==> config.mk <==
export PLATFORM = sky130hd
export DESIGN_NAME = mips_debug_sequencer_flat
export DESIGN_NICKNAME = d
export VERILOG_FILES = /design/src/rtl/mips_debug_sequencer_pkg.sv /design/src/rtl/mips_debug_sequencer_if.sv /design/src/rtl/mips_debug_sequencer_clk_pulser.sv /design/src/rtl/mips_debug_sequencer.sv /design/src/flat_wrapper.sv
export SDC_FILE = /design/constraint.sdc
export NUM_CORES = 1
export LEC_CHECK = 0
export CAP_MARGIN = 0
export CELL_PAD_IN_SITES_DETAIL_PLACEMENT = 1
export CELL_PAD_IN_SITES_GLOBAL_PLACEMENT = 2
export CORE_MARGIN = 10
export CORE_UTILIZATION = 28
export CTS_BUF_LIST = sky130_fd_sc_hd__clkbuf_2
export DETAILED_ROUTE_END_ITERATION = 7
export GPL_ROUTABILITY_DRIVEN = 0
export HOLD_SLACK_MARGIN = 0.12
export PLACE_DENSITY = 0.85
export SETUP_SLACK_MARGIN = 0.3
export SLEW_MARGIN = 15
export SYNTH_ARGS = -nofsm -noshare
export SYNTH_HDL_FRONTEND = slang
export SYNTH_SLANG_ARGS = --single-unit
==> constraint.sdc <==
create_clock -name clk_100MHz -period 3.6 [get_ports clk_100MHz]
set_clock_uncertainty 0.15 [all_clocks]
set_input_delay 0.36 -clock clk_100MHz [delete_from_list [all_inputs] [get_ports clk_100MHz]]
set_output_delay 0.36 -clock clk_100MHz [all_outputs]
set_load 0.05 [all_outputs]
==> src/rtl/mips_debug_sequencer_pkg.sv <==
// Shared opcodes, FSM encoding and sizes for the MIPS debug sequencer.
package mips_dbg_pkg;

  localparam logic [1:0] OP_LOAD = 2'd0;
  localparam logic [1:0] OP_STEP = 2'd1;
  localparam logic [1:0] OP_RST  = 2'd2;
  localparam logic [1:0] OP_DUMP = 2'd3;

  localparam int RF_DEPTH = 32;
  localparam int RF_AW    = $clog2(RF_DEPTH);
  localparam int PMEM_AW  = 6;

  typedef enum logic [2:0] {
    IDLE,
    LD_WR,
    RD_WAIT,
    CLK_HI,
    CLK_LO,
    RST_HOLD,
    DMP_SET,
    RSP
  } dbg_state_e;

endpackage

==> src/rtl/mips_debug_sequencer_if.sv <==
// Host command/response stream between the AXI register file and the sequencer.
interface mips_debug_sequencer_if;
  import mips_dbg_pkg::*;

  logic               cmd_valid;
  logic               cmd_ready;
  logic [1:0]         cmd_op;
  logic [PMEM_AW-1:0] cmd_addr;
  logic [31:0]        cmd_data;
  logic               rsp_valid;
  logic               rsp_ready;
  logic [31:0]        rsp_data;
  logic               rsp_last;

  modport master (
    output cmd_valid, cmd_op, cmd_addr, cmd_data, rsp_ready,
    input  cmd_ready, rsp_valid, rsp_data, rsp_last
  );

  modport slave (
    input  cmd_valid, cmd_op, cmd_addr, cmd_data, rsp_ready,
    output cmd_ready, rsp_valid, rsp_data, rsp_last
  );

endinterface

==> src/rtl/mips_debug_sequencer_clk_pulser.sv <==
// Emits a counted burst of core clock cycles, each HALF_PERIOD sysclks high then low.
module dbg_clk_pulser #(
  parameter int HALF_PERIOD = 4
) (
  input  logic        clk,
  input  logic        rst_n,
  input  logic        start,
  input  logic [15:0] cycles,
  output logic        core_clk,
  output logic        busy,
  output logic        phase_end,
  output logic        last_cycle,
  output logic        done
);

  logic [7:0]  phase_cnt;
  logic [15:0] cyc_rem;

  assign phase_end  = busy && (phase_cnt == 8'(HALF_PERIOD - 1));
  assign last_cycle = (cyc_rem == 16'd1);
  assign done       = phase_end && !core_clk && last_cycle;

  // Remaining-cycle count runs down to 1 so a full 16-bit N never wraps early.
  always_ff @(posedge clk or negedge rst_n) begin
    if (!rst_n) begin
      busy      <= 1'b0;
      core_clk  <= 1'b0;
      phase_cnt <= 8'd0;
      cyc_rem   <= 16'd0;
    end else if (start && (cycles != 16'd0)) begin
      busy      <= 1'b1;
      core_clk  <= 1'b1;
      phase_cnt <= 8'd0;
      cyc_rem   <= cycles;
    end else if (phase_end) begin
      phase_cnt <= 8'd0;
      if (core_clk) begin
        core_clk <= 1'b0;
      end else if (last_cycle) begin
        busy    <= 1'b0;
        cyc_rem <= 16'd0;
      end else begin
        core_clk <= 1'b1;
        cyc_rem  <= cyc_rem - 16'd1;
      end
    end else if (busy) begin
      phase_cnt <= phase_cnt + 8'd1;
    end
  end

endmodule

==> src/rtl/mips_debug_sequencer.sv <==
// Host-side LOAD/STEP/RST/DUMP command sequencer for the single-cycle MIPS harness.
module mips_debug_sequencer
  import mips_dbg_pkg::*;
#(
  parameter int HALF_PERIOD = 4,
  parameter int RST_CYCLES  = 8,
  parameter int RD_LAT      = 2
) (
  input  logic                clk_100MHz,
  input  logic                rst_n,
  mips_debug_sequencer_if.slave host,
  output logic                busy,
  output logic                core_clk,
  output logic                core_clk_sel,
  output logic                core_rst,
  output logic                pmem_we,
  output logic [PMEM_AW-1:0]  pmem_addr,
  output logic [31:0]         pmem_wd,
  input  logic [31:0]         pmem_rd,
  output logic [RF_AW-1:0]    rf_addr,
  input  logic [31:0]         rf_data,
  input  logic [31:0]         pc_current
);

  dbg_state_e         state, state_next;
  logic [1:0]         op_q;
  logic [PMEM_AW-1:0] addr_q;
  logic [31:0]        data_q;
  logic [RF_AW-1:0]   reg_idx;
  logic [15:0]        wait_cnt;
  logic [31:0]        rsp_q;
  logic               ready_en;
  logic               accept, pulse_start, dump_more, rd_done, hold_done;
  logic [15:0]        pulse_cycles;
  logic               pulse_busy, phase_end, last_cycle, pulse_done;

  assign accept       = host.cmd_valid && host.cmd_ready;
  assign pulse_start  = accept && ((host.cmd_op == OP_STEP) || (host.cmd_op == OP_RST));
  assign pulse_cycles = (host.cmd_op == OP_RST) ? 16'd1 : host.cmd_data[15:0];
  assign dump_more    = (op_q == OP_DUMP) && (reg_idx != RF_AW'(RF_DEPTH - 1));
  assign rd_done      = (wait_cnt == 16'(RD_LAT - 1));
  assign hold_done    = (wait_cnt >= 16'(RST_CYCLES - 1));

  dbg_clk_pulser #(.HALF_PERIOD(HALF_PERIOD)) u_pulser (
    .clk        (clk_100MHz),
    .rst_n      (rst_n),
    .start      (pulse_start),
    .cycles     (pulse_cycles),
    .core_clk   (core_clk),
    .busy       (pulse_busy),
    .phase_end  (phase_end),
    .last_cycle (last_cycle),
    .done       (pulse_done)
  );

  // The reset hold only ends once both the minimum hold and the clock pulse are over.
  always_comb begin
    state_next = state;
    case (state)
      IDLE: begin
        if (accept) begin
          case (host.cmd_op)
            OP_LOAD: state_next = LD_WR;
            OP_STEP: state_next = (host.cmd_data[15:0] == 16'd0) ? RSP : CLK_HI;
            OP_RST:  state_next = RST_HOLD;
            default: state_next = DMP_SET;
          endcase
        end
      end
      LD_WR:    state_next = RD_WAIT;
      RD_WAIT:  if (rd_done) state_next = RSP;
      CLK_HI:   if (phase_end) state_next = CLK_LO;
      CLK_LO:   if (phase_end) state_next = last_cycle ? RSP : CLK_HI;
      RST_HOLD: if (hold_done && (pulse_done || !pulse_busy)) state_next = RSP;
      DMP_SET:  state_next = RD_WAIT;
      RSP:      if (host.rsp_ready) state_next = dump_more ? DMP_SET : IDLE;
      default:  state_next = IDLE;
    endcase
  end

  always_ff @(posedge clk_100MHz or negedge rst_n) begin
    if (!rst_n) begin
      state    <= IDLE;
      ready_en <= 1'b0;
      op_q     <= OP_LOAD;
      addr_q   <= '0;
      data_q   <= 32'd0;
      reg_idx  <= '0;
      wait_cnt <= 16'd0;
      rsp_q    <= 32'd0;
      core_rst <= 1'b1;
    end else begin
      state    <= state_next;
      ready_en <= 1'b1;
      if (accept) begin
        op_q   <= host.cmd_op;
        addr_q <= host.cmd_addr;
        data_q <= host.cmd_data;
      end
      if (accept && (host.cmd_op == OP_DUMP)) begin
        reg_idx <= '0;
      end else if ((state == RSP) && host.rsp_ready && dump_more) begin
        reg_idx <= reg_idx + 1'b1;
      end
      if (state_next != state) begin
        wait_cnt <= 16'd0;
      end else if (wait_cnt != '1) begin
        wait_cnt <= wait_cnt + 16'd1;
      end
      // Response payload is frozen on entry to RSP so it stays stable under backpressure.
      if ((state_next == RSP) && (state != RSP)) begin
        if (state == RD_WAIT) begin
          rsp_q <= (op_q == OP_LOAD) ? pmem_rd : rf_data;
        end else begin
          rsp_q <= pc_current;
        end
      end
      if (accept && (host.cmd_op == OP_RST)) begin
        core_rst <= 1'b1;
      end else if ((state == RST_HOLD) && (state_next == RSP)) begin
        core_rst <= 1'b0;
      end
    end
  end

  assign host.cmd_ready = ready_en && (state == IDLE);
  assign host.rsp_valid = (state == RSP);
  assign host.rsp_data  = rsp_q;
  assign host.rsp_last  = (state == RSP) && !dump_more;
  assign busy           = (state != IDLE);
  assign core_clk_sel   = 1'b0;
  assign pmem_we        = (state == LD_WR);
  assign pmem_addr      = addr_q;
  assign pmem_wd        = data_q;
  assign rf_addr        = reg_idx;

endmodule

==> src/flat_wrapper.sv <==
// flat-port wrapper written by rule: the top's interface ports become plain ports
module mips_debug_sequencer_flat import mips_dbg_pkg::*;
#(
  parameter int HALF_PERIOD = 4,
  parameter int RST_CYCLES  = 8,
  parameter int RD_LAT      = 2
)
  (clk_100MHz, rst_n, busy, core_clk, core_clk_sel, core_rst, pmem_we, pmem_addr, pmem_wd, pmem_rd, rf_addr, rf_data, pc_current, host_cmd_valid, host_cmd_op, host_cmd_addr, host_cmd_data, host_rsp_ready, host_cmd_ready, host_rsp_valid, host_rsp_data, host_rsp_last);
  mips_debug_sequencer_if host_i ();
  input  logic clk_100MHz;
  input  logic rst_n;
  output logic busy;
  output logic core_clk;
  output logic core_clk_sel;
  output logic core_rst;
  output logic pmem_we;
  output logic [PMEM_AW-1:0] pmem_addr;
  output logic [31:0] pmem_wd;
  input  logic [31:0] pmem_rd;
  output logic [RF_AW-1:0] rf_addr;
  input  logic [31:0] rf_data;
  input  logic [31:0] pc_current;
  input wire logic [$bits(host_i.cmd_valid)-1:0] host_cmd_valid;
  input wire logic [$bits(host_i.cmd_op)-1:0] host_cmd_op;
  input wire logic [$bits(host_i.cmd_addr)-1:0] host_cmd_addr;
  input wire logic [$bits(host_i.cmd_data)-1:0] host_cmd_data;
  input wire logic [$bits(host_i.rsp_ready)-1:0] host_rsp_ready;
  output wire logic [$bits(host_i.cmd_ready)-1:0] host_cmd_ready;
  output wire logic [$bits(host_i.rsp_valid)-1:0] host_rsp_valid;
  output wire logic [$bits(host_i.rsp_data)-1:0] host_rsp_data;
  output wire logic [$bits(host_i.rsp_last)-1:0] host_rsp_last;
  assign host_i.cmd_valid = host_cmd_valid;
  assign host_i.cmd_op = host_cmd_op;
  assign host_i.cmd_addr = host_cmd_addr;
  assign host_i.cmd_data = host_cmd_data;
  assign host_i.rsp_ready = host_rsp_ready;
  assign host_cmd_ready = host_i.cmd_ready;
  assign host_rsp_valid = host_i.rsp_valid;
  assign host_rsp_data = host_i.rsp_data;
  assign host_rsp_last = host_i.rsp_last;
  mips_debug_sequencer #(.HALF_PERIOD(HALF_PERIOD), .RST_CYCLES(RST_CYCLES), .RD_LAT(RD_LAT)) u_core (.clk_100MHz(clk_100MHz), .rst_n(rst_n), .host(host_i), .busy(busy), .core_clk(core_clk), .core_clk_sel(core_clk_sel), .core_rst(core_rst), .pmem_we(pmem_we), .pmem_addr(pmem_addr), .pmem_wd(pmem_wd), .pmem_rd(pmem_rd), .rf_addr(rf_addr), .rf_data(rf_data), .pc_current(pc_current));
endmodule
* Word level (Yosys, flattened, before mapping) *
Cells that the tools add are included.

cells by class
  $add $sub $neg = 4
  order comparisons = 1
  equal/unequal tests = 20
  mux-type cells = 35
  reduce and logical (&&, ||, !) cells = 36

operators by type and width
  cell                     number
  $mux W16                 7
  $mux W32                 2
  $eq A16 B1 Y1 const B    2
  $mux W3                  9
  $mux W8                  3
  $pmux W3 S7              1
  $add A16 B1 Y16 const B  1
  $ge A16 B3 Y1 const B    1
  $logic_and A1 B1 Y1      16
  $logic_not A16 Y1        1
  $ne A16 B16 Y1 const B   1
  $reduce_bool A16 Y1      1
  $sub A16 B1 Y16 const B  1
  $eq A3 B3 Y1 const B     5
  $mux W1                  10
  $mux W5                  2
  $reduce_bool A2 Y1       5
  $pmux W3 S3              1
  $add A8 B1 Y8 const B    1
  $eq A8 B2 Y1 const B     1
  $eq A2 B2 Y1 const B     3
  $eq A3 B2 Y1 const B     2
  $reduce_bool A3 Y1       2
  $add A5 B1 Y5 const B    1
  other kinds (13)         17

word-level totals
  flip-flop bits (word level) = 124
  output and inout port bits = 83

* Depth between registers and ports, before layout *
  depth in word-level cells = 12
  gate-level depth with buffers = 10

* Hierarchy *
Synthesis repeated with hierarchy kept, for this count alone.

second synthesis, totals
  cell total of the unflattened synthesis = 649
  area total of the unflattened synthesis = 6,825.3 um^2

by module, submodules not included
  module                times used  cells each  area each (um^2)  sequential area each (um^2)
  mips_debug_sequencer  1           467         5,296.3           2,453.6
  dbg_clk_pulser        1           182         1,529.0           650.6

* Least setup slack after synthesis *
No wires, ideal clock.

  path kind = register to register
  start = reg u_core.u_pulser.phase_cnt[4]
  end = reg u_core.rsp_q[0] (netlist: u_core.host.rsp_data[0])
  arrival = 2.687 ns
  data required time = 3.325 ns
  setup slack = 0.638 ns
  cell stages (with the launch flop) = 10
  path buffers = 3
  cells stage by stage = dfrtp_1 -> or4_1 -> clkbuf_1 -> or4_1 -> buf_2 -> o31ai_4 -> a211o_2 -> o2111ai_4 -> buf_6 -> mux2_4

between the ends
  cells in the longest elaborated chain, start to end = 10
  elaborated cells on any way between the ends = 12

RTL lines
  what                              line                                   source
  start, declared                   mips_debug_sequencer_clk_pulser.sv:16  logic [7:0] phase_cnt;
  start signal, assigned            mips_debug_sequencer_clk_pulser.sv:47  phase_cnt <= phase_cnt + 8'd1;
  $eq A8 B2 Y1 (*)                  mips_debug_sequencer_clk_pulser.sv:19  assign phase_end = busy && (phase_cnt == 8'(HALF_PERIOD - 1));
  $logic_and A1 B1 Y1 (*)           mips_debug_sequencer_clk_pulser.sv:19
  $logic_and A1 B1 Y1 (2 in a row)  mips_debug_sequencer_clk_pulser.sv:21  assign done = phase_end && !core_clk && last_cycle;
  $logic_or A1 B1 Y1                mips_debug_sequencer.sv:74             RST_HOLD: if (hold_done && (pulse_done || !pulse_busy)) state_next = RSP;
  $logic_and A1 B1 Y1               mips_debug_sequencer.sv:74
  $mux W3                           mips_debug_sequencer.sv:74
  $pmux W3 S7 (*)                   mips_debug_sequencer.sv:59             case (state)
  via u_core.state_next[1]          mips_debug_sequencer.sv:25             dbg_state_e state, state_next;
  $eq A3 B3 Y1 (*)                  mips_debug_sequencer.sv:111            if ((state_next == RSP) && (state != RSP)) begin
  $logic_and A1 B1 Y1 (*)           mips_debug_sequencer.sv:111
  end signal, assigned              mips_debug_sequencer.sv:113            rsp_q <= (op_q == OP_LOAD) ? pmem_rd : rf_data;
  end signal, assigned              mips_debug_sequencer.sv:115            rsp_q <= pc_current;
  end, declared                     mips_debug_sequencer.sv:31             logic [31:0] rsp_q;

Mark *: on every way through the listed nets, which the timed path passes. The rest lies on a longest branch.
A chain may end at the register's enable or synchronous reset.

* Final worst setup path *
  start = reg u_core.u_pulser.phase_cnt[4]
  end = reg u_core.rsp_q[9] (netlist: u_core.host.rsp_data[9])

between the ends
  cells in the longest elaborated chain, start to end = 10
  elaborated cells on any way between the ends = 12

RTL lines
  what                              line
  $eq A8 B2 Y1 (*)                  mips_debug_sequencer_clk_pulser.sv:19
  $logic_and A1 B1 Y1 (*)           mips_debug_sequencer_clk_pulser.sv:19
  $logic_and A1 B1 Y1 (2 in a row)  mips_debug_sequencer_clk_pulser.sv:21
  $logic_or A1 B1 Y1                mips_debug_sequencer.sv:74
  $logic_and A1 B1 Y1               mips_debug_sequencer.sv:74
  $mux W3                           mips_debug_sequencer.sv:74
  $pmux W3 S7 (*)                   mips_debug_sequencer.sv:59
  $eq A3 B3 Y1 (*)                  mips_debug_sequencer.sv:111
  $logic_and A1 B1 Y1 (*)           mips_debug_sequencer.sv:111

Every way passes the cells marked *; elsewhere a longest branch is shown, timed or not.

==> run metrics <==
Syn Area/Cell 9.42 um^2; Synth Cell Area 0.00673 mm^2; DRC errors left 0; Power, Total 0.00838 W; fin crit period 3.16 ns; total I/O pin count 223; Worst Hold Class in2reg; Synth area leader dfrtp_1; crit end category flip-flop; switching pwr 0.00416 W; via count 6379; Vias/cell 4.85; Synthesis Warnings 0; CP Class reg2reg; Seq cells post-synth 124; diode count 0; data required time of the worst path 4.05 ns; worst setup margin 0.443 ns; clock sinks 124; pre-CTS setup slack 0.403 ns; Yosys top cell area share 0.457; crit path DAT 3.61 ns; Initial Util 0.286; Final setup viols 0; CP max stage delay 0.65 ns; fin nets 1134; CTS tree yes; number of detailed-route iterations in the first pass 4; CP max stage cell or4_1; clock transition at the registers of the reported paths 0.21 ns; post-CTS setup buffer count 0; setup TNS 0 ns; H-tree Lvls 4; slew at the pin closest to its max-slew limit 0.860 ns; syn nets 866; Initial DRC Count 355; dpl cell area 0.00939 mm^2; maxcap violations 0; Worst IR Drop VDD 0.000414 V; non-filler cells, final 1315; period utilisation layout 0.877; total track usage 0.160; vias in the first global route 6869; later-pin clock latency in the skew report 0.71 ns; Main synth FF type dfrtp_1; first-pass GRT wire length 39500 um; Comb power frac 0.608; pin count of the biggest net entering global routing 65; fin area 0.0101 mm^2; PwrDens 829 mW/mm^2; Final Max Slew Viols 0; DR WL/cell 18.7 um; Worst Setup Start Kind flip-flop; Seq pwr share 0.281; core area 0.0235 mm^2; Worst slew margin 0.425; Yosys cell types 58; RSZ-0062 raised after global routing no; Pint 0.00422 W; status completed; sequential area share after synthesis 0.461; Post-DP HPWL 18000 um; total grt overflow 0; root buf cell clkbuf_2; clk buf depth 2; Die ar. 0.0307 mm^2; total CTS buffers 17; Cell Rows 56; layout cells sized above 1 0.108; IO Port Bufs 221; Pleak 4.46 nW; antenna violations before repair 0; Max FO, Critical Path 32; Sw Ratio 0.497; Cell Count Post-Placement 1242; Die Wd 175 um; Die Ht 175 um; Max Clock Freq 317 MHz; Mapped Cells 715; Post-synth EDFFs 0; area grow syn2layout 50.0%; final hold vios 0; clock share of power 0.111; Antenna Nets Post-Route 0; top cells by area, synth dfrtp_1 46%, nand2_1 7.6%, mux2_4 6.7%; crit-path cells or4_1 > o41ai_1 > nand2_1 > a311oi_1 > o2111ai_4 > buf_12 > mux2_4; DRT Wirelength 24600 um; Async SR Flop Fraction 1.00
## metrics by stage
stage | utilization | hold slack (ns)
2_1_floorplan | - | -0.0856
5_1_grt | 0.429 | 0.165
3_3_place_gp | 0.399 | 0.306
4_1_cts | 0.428 | 0.148
6_report | 0.429 | 0.218
3_5_place_dp | 0.399 | 0.313
## power by group through the flow
| stage | clock (W) | sequential, W | combinational, W |
|---|---|---|---|
| 5_1_grt | 0.00105 | 0.00245 | 0.00545 |
| 6_report | 0.000931 | 0.00236 | 0.00509 |
| 3_5_place_dp | 0 | 0.00237 | 0.00509 |
| 2_1_floorplan | 0 | 0.00367 | 0.00203 |
| 4_1_cts | 0.000973 | 0.00235 | 0.00514 |
| 3_3_place_gp | 0 | 0.00235 | 0.00502 |
## path summary, 6_finish.rpt
path | from | endpoint | slack, ns | cells past startpoint
worst max-delay path | u_core.u_pulser.phase_cnt[4] | u_core.host.rsp_data[9] | 0.44 | 7
worst min-delay path | host_cmd_op[0] | u_core.op_q[0] | 0.22 | 3
worst max register to register | u_core.u_pulser.phase_cnt[4] | u_core.host.rsp_data[9] | 0.44 | 7
worst min register to register | u_core.pmem_wd[1] | u_core.pmem_wd[1] | 0.35 | 2
max in group asynchronous | rst_n | u_core.host.rsp_data[22] | 2.33 | 4
min in group asynchronous | rst_n | u_core.u_pulser.phase_cnt[0] | 0.60 | 4
## worst max-delay path: cells and delay by family, from the launching register on
kind	cells	cell delay (ns)
buffers and inverters	1	0.23
multiplexers	1	0.32
AND/OR/NAND/NOR	2	0.80
AO/OA/AOI/OAI	3	1.07
flip-flops	1	0.46
## final cells by class
| cell class | instances | area, um^2 |
|---|---|---|
| Fill cell | 2722 | 13400 |
| Multi-Input combinational cell | 543 | 3480 |
| Sequential cell | 124 | 3100 |
| Timing Repair Buffer | 285 | 2820 |
| Tap cell | 319 | 399 |
| Clock inverter | 15 | 164 |
| Clock buffer | 17 | 85.1 |
| Inverter | 12 | 45.0 |
## Yosys cell counts, types with 2 or more instances
master and n:
mux2_4 30, xnor2_1 11, nor3b_1 8, buf_6 3, o21ai_0 28, dfrtp_1 123
a211oi_1 2, a21oi_1 52, o211ai_1 3, mux2_2 3, and3_1 8, nand4_1 6
nor3_1 33, or3_1 2, and2_1 5, or2_2 2, nand3b_1 5, o2111ai_1 2
o211a_1 3, a311oi_1 2, nor2b_1 4, clkbuf_1 29, a221o_1 7, a31oi_1 3
a211o_1 2, and4_1 2, nor4b_1 2, nand2_1 136, conb_1 2, inv_1 11
mux2i_1 38, nor2_1 67, nand3_1 19, nor4_1 17, xor2_1 4, buf_2 2
ha_1 11, nand2b_1 2, or4_1 6, a2111oi_0 2
## per-layer routing
| metal | share of wire | GRT usage | vias up |
|---|---|---|---|
| met5 | 0 | 0 | - |
| li1 | - | - | 3063 |
| met4 | 0.011 | 0.0318 | 0 |
| met2 | 0.46 | 0.257 | 200 |
| met3 | 0.069 | 0.0582 | 18 |
| met1 | 0.46 | 0.204 | 3098 |
## flip-flops by register name (all words and copies together) (netlist names)
register and cells:
u_core.state 3, u_core.op_q 2, u_core.host.rsp_data 32, u_core.rf_addr 5
u_core.wait_cnt 16, u_core.pmem_wd 32, u_core.u_pulser.cyc_rem 16, u_core.ready_en 1
u_core.u_pulser.phase_cnt 8, u_core.pmem_addr 6, u_core.core_rst 1, u_core.u_pulser.busy 1
u_core.u_pulser.core_clk 1
## layout by cell type (no fill, tap or decap), types with 16 or more instances in the layout
master           Yosys  layout
a21oi_1             52      52
buf_4                1      23
clkbuf_2             0      17
clkdlybuf4s50_1      0     216
dfrtp_1            123     123
dlygate4sd3_1        0      40
mux2_4              30      30
mux2i_1             38      38
nand2_1            136     136
nand3_1             19      17
nor2_1              67      65
nor3_1              33      32
nor4_1              17      16
o21ai_0             28      28
## cells by family after synthesis
kind of cell               Yosys count  synth area share
AOI/OAI and AO/OA                  119             0.116
xor gates and xnor gates            15            0.0195
adders and majority gates           11            0.0204
buffers and inverters               48            0.0310
DFF                                124             0.461
muxes                               71             0.128
other                                2           0.00112
and+or+nand+nor                    325             0.222
## timing repair
action	in CTS	in global routing
cloned	0	0
hold buffers	41	0
endpoints found under the setup margin	3	46
endpoints found under the hold margin	133	0
resized for setup	5	9
(Power assumes the default switching activity.)
